--- src/rtl/uart_rx_deframer_if.sv ---
// ---------------------------------------------------------------------------
// uart_rx_deframer_if
// Purpose : groups the frame-capture inputs and the host-side Valid/Ready
//           drain signals of uart_rx_deframer into one bundle.
// Signals :
//   RecievedFlag  SIPO frame-complete level flag          (master -> slave)
//   DataParl[10:0] SIPO frame {stop, parity, data, start}  (master -> slave)
//   Ready         host accepts head entry                  (master -> slave)
//   ClearErr      one-cycle pulse clearing Overrun/ErrCount (master -> slave)
//   DataOut[7:0]  FIFO head data byte                      (slave -> master)
//   Valid         FIFO non-empty                           (slave -> master)
//   ParityErr     FIFO head parity error flag              (slave -> master)
//   FrameErr      FIFO head start/stop error flag          (slave -> master)
//   Overrun       sticky dropped-frame flag                (slave -> master)
//   ErrCount[7:0] saturating count of erroneous frames     (slave -> master)
// ---------------------------------------------------------------------------
interface uart_rx_deframer_if;
    logic        RecievedFlag;
    logic [10:0] DataParl;
    logic        Ready;
    logic        ClearErr;
    logic [7:0]  DataOut;
    logic        Valid;
    logic        ParityErr;
    logic        FrameErr;
    logic        Overrun;
    logic [7:0]  ErrCount;

    // Host / SIPO side: drives frames, handshake and clear.
    modport master (
        output RecievedFlag, DataParl, Ready, ClearErr,
        input  DataOut, Valid, ParityErr, FrameErr, Overrun, ErrCount
    );

    // Deframer side.
    modport slave (
        input  RecievedFlag, DataParl, Ready, ClearErr,
        output DataOut, Valid, ParityErr, FrameErr, Overrun, ErrCount
    );
endinterface

--- src/rtl/uart_rx_deframer.sv ---
// ---------------------------------------------------------------------------
// uart_rx_deframer
// Purpose : captures each completed 11-bit UART frame on the rising edge of
//           RecievedFlag, checks start/parity/stop, and queues
//           {data, ParityErr, FrameErr} in a small FIFO drained through a
//           Valid/Ready handshake. Also keeps a sticky Overrun flag and a
//           saturating error counter.
// Parameters:
//   PARITY_ODD  0 = even parity expected, 1 = odd parity expected
//   FIFO_DEPTH  number of FIFO entries, power of two, >= 2
// Ports   :
//   BaudOut  clock (oversampled baud clock shared with the SIPO)
//   Reset    synchronous active-high reset
//   bus      uart_rx_deframer_if.slave (frame input, drain handshake, status)
// All outputs are driven straight from registers.
// ---------------------------------------------------------------------------
module uart_rx_deframer #(
    parameter int PARITY_ODD = 0,
    parameter int FIFO_DEPTH = 4
) (
    input  logic                BaudOut,
    input  logic                Reset,
    uart_rx_deframer_if.slave   bus
);

    localparam int             AW        = $clog2(FIFO_DEPTH);
    localparam int             EW        = 10;                 // {data[7:0], perr, ferr}
    localparam logic           LP_ODD    = 1'(PARITY_ODD);
    localparam logic [AW-1:0]  PTR_ONE   = AW'(1);
    localparam logic [AW:0]    CNT_ONE   = (AW+1)'(1);
    localparam logic [AW:0]    CNT_FULL  = (AW+1)'(FIFO_DEPTH);
    localparam logic [7:0]     ERR_MAX   = 8'hFF;

    // ---------------- registers ----------------
    logic              r_flag_q;
    logic [EW-1:0]     r_mem [FIFO_DEPTH];
    logic [AW-1:0]     r_wr_ptr;
    logic [AW-1:0]     r_rd_ptr;
    logic [AW:0]       r_count;
    logic              r_valid;
    logic [7:0]        r_data_out;
    logic              r_parity_err;
    logic              r_frame_err;
    logic              r_overrun;
    logic [7:0]        r_err_count;

    // ---------------- combinational wires ----------------
    logic              w_new_frame;
    logic              w_parity_err;
    logic              w_frame_err;
    logic [EW-1:0]     w_entry;
    logic              w_full;
    logic              w_pop;
    logic              w_push;
    logic              w_drop;
    logic              w_err_frame;
    logic [AW-1:0]     w_wr_ptr_nxt;
    logic [AW-1:0]     w_rd_ptr_nxt;
    logic [AW:0]       w_count_nxt;
    logic [EW-1:0]     w_head_nxt;

    // Frame detection, checks, FIFO push/pop decisions and next-head selection.
    always_comb begin
        w_new_frame  = bus.RecievedFlag & ~r_flag_q;
        w_parity_err = (^bus.DataParl[9:1]) != LP_ODD;
        w_frame_err  = bus.DataParl[0] | ~bus.DataParl[10];
        w_entry      = {bus.DataParl[8:1], w_parity_err, w_frame_err};
        w_err_frame  = w_new_frame & (w_parity_err | w_frame_err);

        w_full       = (r_count == CNT_FULL);
        // r_valid mirrors "count != 0", so an empty FIFO can never pop.
        w_pop        = r_valid & bus.Ready;
        // A full FIFO still accepts a frame when the head leaves in the same cycle.
        w_push       = w_new_frame & (~w_full | w_pop);
        w_drop       = w_new_frame & w_full & ~w_pop;

        if (w_push) begin
            w_wr_ptr_nxt = r_wr_ptr + PTR_ONE;
        end else begin
            w_wr_ptr_nxt = r_wr_ptr;
        end

        if (w_pop) begin
            w_rd_ptr_nxt = r_rd_ptr + PTR_ONE;
        end else begin
            w_rd_ptr_nxt = r_rd_ptr;
        end

        case ({w_push, w_pop})
            2'b10:   w_count_nxt = r_count + CNT_ONE;
            2'b01:   w_count_nxt = r_count - CNT_ONE;
            default: w_count_nxt = r_count;
        endcase

        // The entry being written becomes the new head only when it lands on
        // the next read slot (FIFO was empty, or held one entry that pops now).
        if (w_count_nxt == '0) begin
            w_head_nxt = {EW{1'b0}};
        end else if (w_push && (r_wr_ptr == w_rd_ptr_nxt)) begin
            w_head_nxt = w_entry;
        end else begin
            w_head_nxt = r_mem[w_rd_ptr_nxt];
        end
    end

    // FIFO storage: written only on an accepted push; contents need no reset
    // because the pointers and count define what is valid.
    always_ff @(posedge BaudOut) begin
        if (!Reset && w_push) begin
            r_mem[r_wr_ptr] <= w_entry;
        end
    end

    // Control state, registered head outputs and error bookkeeping.
    always_ff @(posedge BaudOut) begin
        if (Reset) begin
            // Flag history starts high so a flag already asserted at reset
            // release is not mistaken for a new frame.
            r_flag_q     <= 1'b1;
            r_wr_ptr     <= '0;
            r_rd_ptr     <= '0;
            r_count      <= '0;
            r_valid      <= 1'b0;
            r_data_out   <= 8'h00;
            r_parity_err <= 1'b0;
            r_frame_err  <= 1'b0;
            r_overrun    <= 1'b0;
            r_err_count  <= 8'h00;
        end else begin
            r_flag_q     <= bus.RecievedFlag;
            r_wr_ptr     <= w_wr_ptr_nxt;
            r_rd_ptr     <= w_rd_ptr_nxt;
            r_count      <= w_count_nxt;
            r_valid      <= (w_count_nxt != '0);
            r_data_out   <= w_head_nxt[EW-1:2];
            r_parity_err <= w_head_nxt[1];
            r_frame_err  <= w_head_nxt[0];

            // ClearErr wins over a same-cycle overrun or increment.
            if (bus.ClearErr) begin
                r_overrun <= 1'b0;
            end else if (w_drop) begin
                r_overrun <= 1'b1;
            end else begin
                r_overrun <= r_overrun;
            end

            if (bus.ClearErr) begin
                r_err_count <= 8'h00;
            end else if (w_err_frame && (r_err_count != ERR_MAX)) begin
                r_err_count <= r_err_count + 8'd1;
            end else begin
                r_err_count <= r_err_count;
            end
        end
    end

    assign bus.DataOut   = r_data_out;
    assign bus.Valid     = r_valid;
    assign bus.ParityErr = r_parity_err;
    assign bus.FrameErr  = r_frame_err;
    assign bus.Overrun   = r_overrun;
    assign bus.ErrCount  = r_err_count;

endmodule
--- src/flat_wrapper.sv ---
// flat-port wrapper written by rule: the top's interface ports become plain ports
module uart_rx_deframer_flat 
#(
    parameter int PARITY_ODD = 0,
    parameter int FIFO_DEPTH = 4
)
  (BaudOut, Reset, bus_RecievedFlag, bus_DataParl, bus_Ready, bus_ClearErr, bus_DataOut, bus_Valid, bus_ParityErr, bus_FrameErr, bus_Overrun, bus_ErrCount);
  uart_rx_deframer_if bus_i ();
  input  logic BaudOut;
  input  logic Reset;
  input wire logic [$bits(bus_i.RecievedFlag)-1:0] bus_RecievedFlag;
  input wire logic [$bits(bus_i.DataParl)-1:0] bus_DataParl;
  input wire logic [$bits(bus_i.Ready)-1:0] bus_Ready;
  input wire logic [$bits(bus_i.ClearErr)-1:0] bus_ClearErr;
  output wire logic [$bits(bus_i.DataOut)-1:0] bus_DataOut;
  output wire logic [$bits(bus_i.Valid)-1:0] bus_Valid;
  output wire logic [$bits(bus_i.ParityErr)-1:0] bus_ParityErr;
  output wire logic [$bits(bus_i.FrameErr)-1:0] bus_FrameErr;
  output wire logic [$bits(bus_i.Overrun)-1:0] bus_Overrun;
  output wire logic [$bits(bus_i.ErrCount)-1:0] bus_ErrCount;
  assign bus_i.RecievedFlag = bus_RecievedFlag;
  assign bus_i.DataParl = bus_DataParl;
  assign bus_i.Ready = bus_Ready;
  assign bus_i.ClearErr = bus_ClearErr;
  assign bus_DataOut = bus_i.DataOut;
  assign bus_Valid = bus_i.Valid;
  assign bus_ParityErr = bus_i.ParityErr;
  assign bus_FrameErr = bus_i.FrameErr;
  assign bus_Overrun = bus_i.Overrun;
  assign bus_ErrCount = bus_i.ErrCount;
  uart_rx_deframer #(.PARITY_ODD(PARITY_ODD), .FIFO_DEPTH(FIFO_DEPTH)) u_core (.BaudOut(BaudOut), .Reset(Reset), .bus(bus_i));
endmodule
--- config.mk ---
export PLATFORM = sky130hd
export DESIGN_NAME = uart_rx_deframer_flat
export DESIGN_NICKNAME = d
export VERILOG_FILES = /design/src/rtl/uart_rx_deframer_if.sv /design/src/rtl/uart_rx_deframer.sv /design/src/flat_wrapper.sv
export SDC_FILE = /design/constraint.sdc
export NUM_CORES = 1
export LEC_CHECK = 0
export ABC_AREA = 1
export CELL_PAD_IN_SITES_DETAIL_PLACEMENT = 0
export CELL_PAD_IN_SITES_GLOBAL_PLACEMENT = 1
export CORE_MARGIN = 2
export CORE_UTILIZATION = 35
export DETAILED_ROUTE_END_ITERATION = 10
export PLACE_DENSITY_LB_ADDON = 0.1
export SYNTH_ARGS = -nofsm -noshare
export SYNTH_HDL_FRONTEND = slang
export SYNTH_SLANG_ARGS = --single-unit
--- constraint.sdc ---
create_clock -name BaudOut -period 2.85 [get_ports BaudOut]
set_input_delay 0.855 -clock BaudOut [delete_from_list [all_inputs] [get_ports BaudOut]]
set_output_delay 0.855 -clock BaudOut [all_outputs]
set_load 0.02 [all_outputs]
* Word level (Yosys, flattened, before mapping)
Memory sizes are Yosys's and may differ from the RTL's. A register that Yosys moved wholly into a read port is not among the register bits.
Cells that the tools add are included.
** Cells by class
- Bitwise operators :: 13
- Reduce and logical (&&, ||, !) cells :: 8
- Multiplexer cells :: 4
- Add/sub/neg operators :: 5
- Equal/unequal tests :: 4
** Operator list (number)
- $reduce_xor A9 Y1 :: 1
- $add A8 B1 Y8 const B :: 1
- $ne A8 B8 Y1 const B :: 1
- $and A1 B1 Y1 :: 6
- $pmux W3 S2 :: 1
- $add A2 B1 Y2 const B :: 2
- $not A1 Y1 :: 4
- $reduce_or A2 Y1 :: 2
- $add A3 B1 Y3 const B :: 1
- $eq A3 B3 Y1 const B :: 1
- $logic_not A3 Y1 :: 1
- $or A1 B1 Y1 :: 3
- $reduce_bool A3 Y1 :: 1
- $sub A3 B1 Y3 const B :: 1
- $eq A2 B1 Y1 const B :: 1
- $eq A2 B2 Y1 const B :: 1
- $logic_and A1 B1 Y1 :: 2
- $mux W1 :: 2
- $mux W2 :: 1
- $logic_not A1 Y1 :: 1
** Word-level totals
- Flip-flop bits (word level) :: 18
- Word-level logic and storage cells :: 42
- Output and inout port bits :: 20
- RAM bits :: 40
- Memories :: 1
- Input bits :: 16
** Memory list
- u_core.r_mem :: words 4, bits a word 10, rd ports 1, clocked after Yosys merged registers in 1, wr ports 1, RTL line uart_rx_deframer.sv:36 : logic [EW-1:0] r_mem [FIFO_DEPTH];

* Depth between registers and ports, before layout
Gate-level depths: netlist of run 1.
- Word-level depth :: 8
- Gate-level depth with buffers :: 13
- Gate-level depth less buffers :: 12

* Least setup slack after synthesis of run 1
No wires, ideal clock.
- Path type :: in2reg
- Start point :: in bus_Ready
- End point :: reg u_core.r_data_out[0], in the netlist u_core.bus.DataOut[0]
- Path buffers :: 0
- Data arrival time :: 2.232 ns
- Stages :: 12
- Library setup time :: 0.118 ns
- Setup slack :: 0.500 ns
- Data required time :: 2.732 ns
- Cells stage by stage :: nand2_2 > inv_2 > o21ai_1 > fa_1 > inv_1 > nand4_1 > o21ai_1 > nand2_1 > nand3_1 > inv_1 > nor2_8 > nor2_2
** Between the ends
- Word-level cells in the longest chain between the ends :: 7
- Elaborated cells on any way between the ends :: 9
- Those cells by class :: eq/ne: 2; mux: 2; bitwise: 3; reduce/logical: 2
** RTL lines
- start: declaration :: RTL line flat_wrapper.sv:13 : input wire logic [$bits(bus_i.Ready)-1:0] bus_Ready;
- $and A1 B1 Y1 * :: RTL line uart_rx_deframer.sv:72 : w_pop = r_valid & bus.Ready;
- $or A1 B1 Y1 :: RTL line uart_rx_deframer.sv:74 : w_push = w_new_frame & (~w_full | w_pop);
- $and A1 B1 Y1 :: RTL line uart_rx_deframer.sv:74
- $eq A2 B1 Y1 or $eq A2 B2 Y1 (tied branches) :: RTL line uart_rx_deframer.sv:89 : case ({w_push, w_pop})
- $pmux W3 S2 :: RTL line uart_rx_deframer.sv:89
- $logic_not A3 Y1 :: RTL line uart_rx_deframer.sv:97 : if (w_count_nxt == '0) begin
- $reduce_or A2 Y1 (no source line)
- end signal: assignment :: RTL line uart_rx_deframer.sv:135 : r_data_out <= w_head_nxt[EW-1:2];
- end: declaration :: RTL line uart_rx_deframer.sv:41 : logic [7:0] r_data_out;
Every way passes the cells marked *; elsewhere a longest branch is shown, timed or not.
A chain may end at the register's enable or synchronous reset.

* Worst setup path in the final report of run 1
- Start point :: in bus_Ready
- End point :: reg u_core.r_data_out[3], in the netlist u_core.bus.DataOut[3]
Same word-level chain as after synthesis.

==> qor.yml, run 1 <==
critical_path:
  cp_num_cells: 13
  crit_chain: "clkdlybuf4s50_1 > nand2_2 > inv_2 > o21ai_1 > fa_1 > inv_1 > nand4_1 > o21ai_1 > nand2_1 > nand3_1 > inv_1 > nor2_8 > nor2_2"
  critical-path-max-stage-delay_ps: 470
  critPathKind: "in2reg"
  cp_max_fo: 9
  timing.critical_path.arrival_ps: 2690
  critPathBufInv: 4
  reg2regPathDepth: 12
  sort_of_element_at_the_start_of_the_critical_path: "primary input"
  crit_path_top_delay_cell: "sky130_fd_sc_hd__clkdlybuf4s50_1"
  cpLargestDelayFamily: "buffers and inverters"
  critPathRequiredTime_ps: 3080
  ff2ff_setup_slack_ps: 1020
  setup.worst_path.end_class: "flip-flop"
global_route:
  overall_routing_resource_usage: 0.146
  via_count_of_the_first_global_routing_pass: 2369
  global_route_wire_length_before_repair_mm: 11.1
  initial_antenna_violation_count: 0
  globalRouteOverflowTotal: 0
  grt_max_degree: 22
timing:
  fmaxAchievable_mhz: 407
  worst-slew-pin-transition_ps: 250
  timing.final.max_slew_violations: 0
  setup_total_negative_slack_ps: 0
  finalWorstPathRequiredPeriod_ps: 2460
  clock_skew_ps: 14.7
  timing_hold_violations_final: 0
  max-slew-margin-rel: 0.833
  finalCritPeriodShare: 0.862
  hold-worst-slack_ps: 477
  unrepaired_setup_endpoints_after_global_routing: "no"
  setup_viol: 0
power_and_ir_drop:
  total_switching_power_uw: 956
  seqPwrFrac: 0.409
  clock_power_share: 0.266
  p_int_mw: 1.93
  vdd_ir_drop_max_mv: 0.339
  power.share.combinational: 0.325
  static-leakage-power_nw: 1.73
  powerDensity_nw_per_um2: 720
  fraction_of_power_spent_switching_nets: 0.332
placed_design:
  gp_congestion: 0.717
  placed_area_sq_um: 3810
  dpl.hpwl_mm: 4.53
  numPlacedInstances: 527
  numPortBuffers: 35
die:
  initial_utilization: 0.364
  dieWidth_um: 99.5
  placement_rows: 34
  fp.dieArea_sq_um: 9900
  number_of_top_level_pins: 36
  core_area_sq_um: 8760
  die_height_um: 99.5
synth:
  synth.lib_cells_used.distinct: 34
  syn-cell-area_sq_um: 3190
  synthesis.area_per_instance_sq_um: 8.62
  synthesized_instance_count: 370
  syn_nets: 392
  synth_ff_type: "sky130_fd_sc_hd__edfxtp_1"
  fraction_of_the_yosys_area_taken_by_sequential_cells: 0.552
  synth_top_area_cell: "sky130_fd_sc_hd__edfxtp_1"
  synth-edff-count: 40
  ys_top_cells_by_area: "sky130_fd_sc_hd__edfxtp_1, sky130_fd_sc_hd__dfxtp_1, sky130_fd_sc_hd__nand2_1"
  area_share_of_the_largest_cell_type_after_synthesis: 0.376
  yosysWarnings: 0
  ys_async_sr_fraction: 0
  flops_latches_synth: 68
clock_tree:
  cts.repair_timing.setup_buffer_count: 0
  cts_htree_levels: 3
  holdBufCountCts: 0
  buffer_type_at_the_clock_tree_root: "sky130_fd_sc_hd__clkbuf_8"
  clock_latency_ps: 340
  cts-resized-gates: 0
  clock-sinks: 68
  cts_tree: "built"
  clk_path_buf_depth: 2
  clkTransAtPathRegs_ps: 70
  clock_buffers_created_by_tritoncts: 9
job:
  max_cap_viol_count: 0
hold_path:
  hold-path-cell-count: 2
  hold_path_class: "reg2reg"
drt:
  wl_met1_mm: 3.07
  drt_drc_violations_left: 0
  wl_met2_mm: 2.98
  initialDrtViolationCount: 81
  met3_length_um: 391
  post_drt_via_cell_ratio: 4.52
  finalWirelength_mm: 6.54
  first_pass_iters: 6
  post_drt_wl_per_cell_um: 12.1
  drtAntennaViolNets: 0
  vias: 2455
  topRoutingLayerUsed: "met4"
cells_and_area:
  final_stage_net_count: 452
  instances_no_fill: 543
  num_antenna_cells: 0
  nFillCells: 854
  flow.area_growth_from_synthesis_pct: 25.5
  most_frequent_cells_in_the_layout: "sky130_fd_sc_hd__nand2_1, sky130_fd_sc_hd__nor2_1, sky130_fd_sc_hd__inv_1, sky130_fd_sc_hd__edfxtp_1, sky130_fd_sc_hd__clkdlybuf4s50_1"
  fin_area_sq_um: 4000
  final_layout_size_suffix_gt1_frac: 0.154
  layout.cells.most_common: "sky130_fd_sc_hd__nand2_1"
status:
  outcome: "finished clean"
## layout make-up
cell class              count  area (sq um)  share of cell area
well taps                 108           135              0.0338
clock buffers               9           124              0.0309
flip-flops and latches     68          1760               0.440
clock inverters             7          66.3              0.0166
repair buffers             58           536               0.134
multi-input cells         238          1170               0.293
inverters                  55           206              0.0516
## cells by family (layout without fill, tap and decap cells)
logic type      Yosys count  after routing  synth area share
simple gates            188            188             0.263
flops                    68             68             0.552
buf+inv                  64            129            0.0796
compound gates           39             39            0.0631
fa+ha+maj                 6              6            0.0259
xor+xnor                  5              5            0.0161
## synth_stat cells (all sizes together) (2+ instances only)
cell type	n
nand2	90
nor2	65
inv	53
edfxtp	40
o21ai	34
dfxtp	28
nand3	22
buf	7
nand4	7
ha	5
a21oi	4
nor3	3
xnor2	3
clkbuf	2
clkinv	2
xor2	2
## worst min-delay path, cell delays in order (launching register included)
cell and delay (ps):
sky130_fd_sc_hd__dfxtp_1 330, sky130_fd_sc_hd__a21oi_1 50, sky130_fd_sc_hd__nor2_1 70
## registers in the layout (all words and copies together), names as in the netlist
name	cells
u_core.bus.DataOut	8
u_core.bus.ErrCount	8
u_core.bus.FrameErr	1
u_core.bus.Overrun	1
u_core.bus.ParityErr	1
u_core.bus.Valid	1
u_core.r_count	3
u_core.r_flag_q	1
u_core.r_mem	40
u_core.r_rd_ptr	2
u_core.r_wr_ptr	2
## path summary, 6_finish.rpt
kind                 startpoint               endpoint
max                   bus_Ready  u_core.bus.DataOut[3]
min          u_core.bus.Overrun     u_core.bus.Overrun
max reg2reg    u_core.bus.Valid  u_core.bus.DataOut[3]
min reg2reg  u_core.bus.Overrun     u_core.bus.Overrun
## per-layer routing
layer  global-route usage  vias to the layer above
li1                     -                     1295
met1                0.188                     1094
met2                0.234                       58
met3               0.0387                        8
met4               0.0580                        0
met5                    0                        -
## per-stage QoR
stage	util	power (mW)	worst slack [ps]
CTS	0.457	2.93	399
floorplan	-	1.80	500
detailed placement	0.435	2.16	33.3
finish	0.457	2.88	393
global route	0.457	3.08	172
global placement	0.435	2.15	72.2
## power groups by stage
stage	clock network (mW)	logic, mW	registers (mW)
floorplan	0	0.503	1.30
global placement	0	0.947	1.20
detailed placement	0	0.951	1.20
CTS	0.792	0.953	1.18
global route	0.837	1.05	1.19
finish	0.766	0.936	1.18
Note: power is estimated with default switching activity, not from simulation.
==> inputs of run 2 (changes only) <==
--- a/config.mk
+++ b/config.mk
@@ -6,6 +6,7 @@
 export NUM_CORES = 1
 export LEC_CHECK = 0
 export ABC_AREA = 1
+export CAP_MARGIN = 10
 export CELL_PAD_IN_SITES_DETAIL_PLACEMENT = 0
 export CELL_PAD_IN_SITES_GLOBAL_PLACEMENT = 1
 export CORE_MARGIN = 2
==> results of run 2 <==
Final layout, timing and power as in run 1 (identical DEF).
